==> src/rtl/data_mem_pkg.sv <==
// Shared constants for the data memory: IO window offsets and helpers to classify them.
package data_mem_pkg;

  localparam logic [4:0] OFF_SEG     = 5'h00;
  localparam logic [4:0] OFF_LED     = 5'h04;
  localparam logic [4:0] OFF_SW_LO   = 5'h0E;
  localparam logic [4:0] OFF_SW_HI   = 5'h0F;
  localparam logic [4:0] OFF_BTN     = 5'h10;
  localparam logic [4:0] OFF_BTN_EVT = 5'h11;

  function automatic logic is_read_only(input logic [4:0] off);
    return (off == OFF_SW_LO) || (off == OFF_SW_HI) ||
           (off == OFF_BTN)   || (off == OFF_BTN_EVT);
  endfunction

  // Any window offset that is backed by a register rather than RAM.
  function automatic logic is_io_reg(input logic [4:0] off);
    return (off[4:2] == OFF_SEG[4:2]) || (off[4:1] == OFF_LED[4:1]) ||
           is_read_only(off);
  endfunction

endpackage

==> src/rtl/btn_event_capture.sv <==
// Button synchroniser with rising-edge detect and sticky press flags.
module btn_event_capture #(
  parameter int N = 5
) (
  input  logic         clk,
  input  logic         rst_n,
  input  logic [N-1:0] btn,
  input  logic         clr,
  output logic [N-1:0] level,
  output logic [N-1:0] flags
);

  logic [N-1:0] sync1;
  logic [N-1:0] sync2;
  logic [N-1:0] prev;
  logic [N-1:0] rise;

  assign rise  = sync2 & ~prev;
  assign level = sync2;

  // A rising edge in the same cycle as a clear keeps its flag set.
  always_ff @(posedge clk) begin
    if (!rst_n) begin
      sync1 <= '0;
      sync2 <= '0;
      prev  <= '0;
      flags <= '0;
    end else begin
      sync1 <= btn;
      sync2 <= sync1;
      prev  <= sync2;
      flags <= (flags & ~{N{clr}}) | rise;
    end
  end

endmodule

==> src/rtl/data_mem_mmio.sv <==
// Byte-addressed half-word data memory with a memory-mapped IO window for board peripherals.
module data_mem_mmio
  import data_mem_pkg::*;
#(
  parameter int ADDR_W  = 8,
  parameter int IO_BASE = 'h40,
  parameter int NUM_SW  = 16,
  parameter int NUM_BTN = 5
) (
  input  logic               CLK,
  input  logic               RST_N,
  input  logic [ADDR_W-1:0]  addr,
  input  logic               rd_en,
  input  logic               wr_en,
  input  logic [1:0]         wr_be,
  input  logic [15:0]        wr_data,
  output logic [15:0]        rd_data,
  output logic               rd_valid,
  input  logic [NUM_SW-1:0]  SW,
  input  logic [NUM_BTN-1:0] BTNS,
  output logic [15:0]        LED,
  output logic [31:0]        seg_value
);

  localparam int DEPTH = 1 << ADDR_W;
  localparam logic [ADDR_W-1:0] BASE = ADDR_W'(IO_BASE);

  logic [7:0] mem [DEPTH] = '{default: 8'h00};

  logic [1:0][ADDR_W-1:0] lane_addr;
  logic [1:0]             lane_io;
  logic [1:0][4:0]        lane_off;
  logic [1:0][7:0]        lane_rd;
  logic [NUM_SW-1:0]      sw_q;
  logic [15:0]            sw_ext;
  logic [NUM_BTN-1:0]     btn_level;
  logic [NUM_BTN-1:0]     btn_flags;
  logic                   evt_clr;

  assign sw_ext = 16'(sw_q);

  btn_event_capture #(.N(NUM_BTN)) u_btn (
    .clk   (CLK),
    .rst_n (RST_N),
    .btn   (BTNS),
    .clr   (evt_clr),
    .level (btn_level),
    .flags (btn_flags)
  );

  // Each byte lane is decoded on its own; the upper lane wraps around the address space.
  always_comb begin
    lane_addr[0] = addr;
    lane_addr[1] = addr + ADDR_W'(1);
    evt_clr      = 1'b0;
    for (int i = 0; i < 2; i++) begin
      lane_io[i]  = (lane_addr[i][ADDR_W-1:5] == BASE[ADDR_W-1:5]);
      lane_off[i] = lane_addr[i][4:0];
      lane_rd[i]  = mem[lane_addr[i]];
      if (lane_io[i]) begin
        if (lane_off[i][4:2] == OFF_SEG[4:2])
          lane_rd[i] = seg_value[{lane_off[i][1:0], 3'b000} +: 8];
        else if (lane_off[i][4:1] == OFF_LED[4:1])
          lane_rd[i] = LED[{lane_off[i][0], 3'b000} +: 8];
        else if (lane_off[i] == OFF_SW_LO)
          lane_rd[i] = sw_ext[7:0];
        else if (lane_off[i] == OFF_SW_HI)
          lane_rd[i] = sw_ext[15:8];
        else if (lane_off[i] == OFF_BTN)
          lane_rd[i] = 8'(btn_level);
        else if (lane_off[i] == OFF_BTN_EVT) begin
          lane_rd[i] = 8'(btn_flags);
          evt_clr    = rd_en;
        end
      end
    end
  end

  always_ff @(posedge CLK) begin
    sw_q <= SW;
  end

  // Register-backed locations never touch RAM; read-only ones simply drop the write.
  always_ff @(posedge CLK) begin
    if (RST_N && wr_en) begin
      for (int i = 0; i < 2; i++) begin
        if (wr_be[i] && !(lane_io[i] && is_io_reg(lane_off[i])))
          mem[lane_addr[i]] <= wr_data[8*i +: 8];
      end
    end
  end

  always_ff @(posedge CLK) begin
    if (!RST_N) begin
      LED       <= '0;
      seg_value <= '0;
    end else if (wr_en) begin
      for (int i = 0; i < 2; i++) begin
        if (wr_be[i] && lane_io[i]) begin
          if (lane_off[i][4:2] == OFF_SEG[4:2])
            seg_value[{lane_off[i][1:0], 3'b000} +: 8] <= wr_data[8*i +: 8];
          else if (lane_off[i][4:1] == OFF_LED[4:1])
            LED[{lane_off[i][0], 3'b000} +: 8] <= wr_data[8*i +: 8];
        end
      end
    end
  end

  // Read data is captured before any same-edge write lands, giving read-first behaviour.
  always_ff @(posedge CLK) begin
    if (!RST_N) begin
      rd_data  <= '0;
      rd_valid <= 1'b0;
    end else begin
      rd_valid <= rd_en;
      if (rd_en)
        rd_data <= {lane_rd[1], lane_rd[0]};
    end
  end

endmodule
==> config.mk <==
export PLATFORM = sky130hd
export DESIGN_NAME = data_mem_mmio
export DESIGN_NICKNAME = d
export VERILOG_FILES = /design/src/rtl/data_mem_pkg.sv /design/src/rtl/btn_event_capture.sv /design/src/rtl/data_mem_mmio.sv
export SDC_FILE = /design/constraint.sdc
export NUM_CORES = 2
export LEC_CHECK = 0
export CORE_MARGIN = 2
export CORE_UTILIZATION = 40
export CTS_CLUSTER_DIAMETER = 120
export DETAILED_ROUTE_END_ITERATION = 6
export PLACE_DENSITY = 0.55
export SETUP_SLACK_MARGIN = 0.1
export SLEW_MARGIN = 5
export SYNTH_ARGS = -nofsm -noshare
export SYNTH_HDL_FRONTEND = slang
export SYNTH_SLANG_ARGS = --single-unit
export TNS_END_PERCENT = 10
==> constraint.sdc <==
create_clock -name CLK -period 6 [get_ports CLK]
set_input_delay 0.9 -clock CLK [delete_from_list [all_inputs] [get_ports CLK]]
set_output_delay 0.9 -clock CLK [all_outputs]
set_load 0.005 [all_outputs]
== Word-level counts from Yosys, hierarchy flattened ==
Memory sizes are Yosys's and may differ from the RTL's.
Index checks and enable logic that the tools add are counted.
Cells by class
  $add $sub $neg: 5
  eq/ne operators: 12
  shift operators: 12
  muxes and demuxes: 52
  bitwise gates (word level): 5
  reductions and logical operators: 21
Operators with widths (count)
  2-to-1 mux 32 bit: 6
  2-to-1 mux 16 bit: 8
  2-to-1 mux 8 bit: 14
  bitwise mux 32 bit: 2
  variable shift 8 x 7 -> 32 bit, first input constant: 2
  variable part select 32 x 6 -> 8 bit: 2
  variable part select 8 x 7 -> 32 bit: 2
  bitwise mux 16 bit: 2
  variable shift 8 x 6 -> 16 bit, first input constant: 2
  variable part select 16 x 5 -> 8 bit: 2
  variable part select 8 x 6 -> 16 bit: 2
  equality test 5 x 4 -> 1 bit, second input constant: 4
  equality test 5 bit, second input constant: 4
  2-to-1 mux 1 bit: 20
  negation 5 -> 7 bit: 2
  negation 4 -> 6 bit: 2
  bitwise AND 5 bit: 2
  logical OR 1 bit: 10
  NOT 5 bit: 2
  adder 8 x 1 -> 8 bit, second input constant: 1
  equality test 4 x 2 -> 1 bit, second input constant: 2
  logical AND 1 bit: 7
  equality test 3 x 2 -> 1 bit, second input constant: 2
  logical NOT 3 bit: 2
  2 further kinds: 3
Word-level totals
  register bits: 101
  bits in writable memories: 2048
  input port bits: 51
  output and inout bits: 65
  logic and storage cells: 117
  memories: 1
Memory list
  mem: words 256, bits a word 8, rd ports 2, clocked after Yosys merged registers in 0, wr ports 2, line data_mem_mmio.sv:28  | logic [7:0] mem [DEPTH] = '{default: 8'h00};

== Logic depth before layout (Yosys ltp) ==
  word-level depth: 18
  mapped depth: 23
  depth with buffers taken out: 12

== By module ==
A second synthesis with hierarchy kept.
Unflattened totals
  cell total of the unflattened synthesis: 8228
  area, all modules: 128728.5 um^2
By module, submodules not included
  data_mem_mmio: instances 1, cells each 8176, area each 128121.6 um^2, sequential area each 63120.5 um^2
  btn_event_capture: instances 1, cells each 52, area each 606.8 um^2, sequential area each 400.4 um^2

== Worst setup path before layout ==
No wires, ideal clock.
  path type: input -> register
  start point: input port addr[0]
  end point: memory mem[114][0] (enable)
  library setup time: 0.384 ns
  arrival time: 5.607 ns
  required time: 5.616 ns
  setup slack: 0.009 ns
  stages on the path: 20
  path buffers: 11
  cells stage by stage: buf_4 buf_4 buf_6 buf_2 buf_4 inv_2 buf_4 buf_2 ha_1 buf_2 nor4bb_1 buf_2 or4b_1 or3_1 a21oi_2 buf_6 nor3b_1 nand2_1 buf_2 o21ai_0
RTL lines
  start, declared: line data_mem_mmio.sv:12  | input logic [ADDR_W-1:0] addr,
  end, declared: line data_mem_mmio.sv:28

==> metrics.yaml <==
floorplan:
  io_pins: 116
  die_w_um: 571.4
  coreArea_um2: 320600
  start_util_pct: 40.16
  dieArea_um2: 326500
  die_h_um: 571.4
  core.rowCount: 208
sta:
  finalSetupTns_ns: 0
  rsz0062_at_grt: "no"
  layout_setup_ws_ns: 1.017
  slew-limit-headroom_pct: -0.2698
  hold_violations: 0
  finClkSkew_ns: 0.05227
  finalSetupViolations: 0
  tightest_slew_ns: 1.504
  period_needed_ns: 4.983
  fmax_mhz: 200.7
  period_share_pct: 83.05
  whs_ns: 0.3783
  drv_slew: 14
setup_path:
  r2r_cells: 7
  r2r-end: "rd_data[13]"
  crit_type: "in2reg"
  critPathCaptureType: "flip-flop"
  cp_max_fo: 39
  reg2reg_from: "mem[97][5]"
  crit_arrival_ns: 5.65
  ff2ff_setup_slack_ns: 2.24
  critPathRequiredTime_ns: 6.67
  critPathLaunchType: "input port"
placement:
  dp_slack_ns: 0.1302
  hpwl_um: 352000
  io_buffers: 115
  globalplace.congestion: 0.9819
drt:
  dr.pass1.iters: 7
  drtIter0Drc: 12950
  drt-vias-per-instance: 6.856
  vias: 86820
  ant_nets: 0
  detail_route.wl_per_cell_um: 42.47
  remaining_drc_errors: 4
  wl_um: 537800
synthesis:
  ys_seq_area_share_pct: 49.33
  synthCells: 8175
  synth-async-reset-ratio_pct: 0
  synth.cell_area_um2: 128800
  synth_edf_count: 2048
  yosysWarnings: 0
  avgSynthCellArea_um2: 15.75
  ys_types: 93
  synth_ff_type: "edfxtp_1"
  synth-seq-cells: 2149
clock_tree:
  clkTransAtPathRegs_ns: 0.06
  clock_latency_ns: 0.97
  clockBufferDepth: 4
  cts_tree: "built"
  post-cts-setup-buffers: 0
  htree_levels: 4
  clock_sinks: 2149
  clock-root-buffer: "clkbuf_16"
  holdBufCountCts: 0
  numCtsBuffers: 244
  ctsResizeCount: 0
cells_and_area:
  final_core_util_pct: 45.08
  areaGrowthSynthToFinish_pct: 12.25
  fin_nets: 8164
  fillers: 28190
  drive_gt1_share_pct: 48.30
grt:
  grt_usage_pct: 32.48
  grt_max_degree: 145
  grt_pass1_vias: 83530
  gr-total-overflow: 0
  antenna_found_initial: 53
  grt_first_pass_wirelength_um: 732700
flow_run:
  drv_cap: 0
pwr:
  powerDensity_nw_per_um2: 258.8
  ir_drop_uv: 246.6
  leakagePower_nw: 46.63
  power_mw: 37.41
hold_path:
  min_to: "sw_ext[12]"
  hold_path_class: "in2reg"
  min_from: "SW[12]"
  holdPathStages: 1
status:
  status: "finished, violations left"
  violations: "DRC, slew limit"
worst max-delay path, stage by stage:
cell and delay (ns):
buf_16 0.22, clkinv_2 0.20, ha_4 0.20, nor4bb_2 0.17
or4b_1 0.64, or3_1 0.43, a21oi_2 0.17, buf_4 0.30
nor3b_1 0.38, nand2_2 0.46, buf_4 0.40, o21ai_0 0.72
buf_4 0.30
cells in the mapped netlist, types with 31 or more instances:
| cell type | count | share of area (%) |
|---|---|---|
| inv_1 | 43 | 0.13 |
| edfxtp_1 | 2048 | 48 |
| mux2i_1 | 123 | 0.96 |
| a21oi_1 | 153 | 0.59 |
| dfxtp_1 | 101 | 1.6 |
| nand3_1 | 114 | 0.44 |
| nand2_1 | 262 | 0.76 |
| nand2_2 | 56 | 0.27 |
| mux4_2 | 1213 | 21 |
| mux2_2 | 1650 | 14 |
| buf_2 | 174 | 0.68 |
| nor3_1 | 31 | 0.12 |
| o21ai_0 | 385 | 1.5 |
| buf_4 | 54 | 0.31 |
| nor2_1 | 93 | 0.27 |
| a22oi_1 | 63 | 0.37 |
| nand3_2 | 76 | 0.59 |
| mux2_1 | 346 | 3.0 |
| clkbuf_1 | 705 | 2.1 |
| o22ai_1 | 42 | 0.20 |
| buf_1 | 73 | 0.21 |
per-layer routing:
metal / vias to the layer above / GRT usage [%] / wire length [um]
li1: 33240 / - / -
met1: 46850 / 43.79 / 207300
met2: 5698 / 48.66 / 239900
met3: 1000 / 8.447 / 59180
met4: 24 / 15.98 / 31260
met5: - / 0 / 151
power breakdown:
part	internal (mW)	switching (mW)
combinational	1.94	3.19
sequential	16.5	0.124
clock	8.99	6.67
layout make-up:
type	instances	area, um2	share of cell area [%]
diodes	39	97.59	0.06751
clock buffers	309	6515	4.507
clock inverters	149	1612	1.115
inverters	46	173.9	0.1203
multi-input cells	5016	61280	42.39
flip-flops and latches	2149	63520	43.94
well taps	4305	5386	3.726
repair buffers	650	5968	4.129
worst max path at each step:
stage                  from           to  slack, ns
floorplan           addr[0]  mem[114][0]      0.009
global placement    addr[0]   mem[76][5]      -0.05
detailed placement  addr[0]  rd_data[12]       0.13
CTS                 addr[0]  rd_data[12]       1.10
global route        addr[0]  mem[226][1]       0.96
finish              addr[0]  mem[226][1]       1.02
cell usage in the layout, fill, tap and decap left out, types with 43 or more instances in the layout:
cell	instances
nand2_1	256
clkinv_1	53
buf_12	57
clkbuf_16	248
nand3_1	105
clkdlybuf4s50_1	90
a22oi_1	63
mux2i_1	123
mux2_2	1650
inv_1	43
conb_1	56
edfxtp_1	2048
nor2_1	82
dfxtp_1	101
nand2_2	62
mux4_2	1213
a21oi_1	145
clkbuf_1	53
nand3_2	85
mux2_1	346
buf_4	478
clkinv_2	44
o21ai_0	375
flip-flops by register name, indices dropped and copies added, names as in the netlist:
signal,count
sw_ext,16
u_btn.prev,5
seg_value,32
u_btn.level,5
u_btn.flags,5
rd_valid,1
u_btn.sync1,5
rd_data,16
LED,16
mem,2048
stage by stage:
stage	instances	instance area, um2
global route	12640	144500
detailed placement	12170	136300
finish	12660	144600
CTS	12620	144500
global placement	12160	136300
floorplan	8230	129000
cells by family after synthesis:
| family | Yosys count | share of synthesized area (%) |
|---|---|---|
| compound gates | 813 | 3.711 |
| xor+xnor | 5 | 0.03984 |
| fa+ha+maj | 6 | 0.05829 |
| buf+inv | 1065 | 3.523 |
| flops | 2149 | 49.33 |
| mux | 3332 | 39.62 |
| other cells | 1 | 0.002912 |
| simple gates | 804 | 3.715 |
No activity file was read; power rests on OpenSTA's default activity.
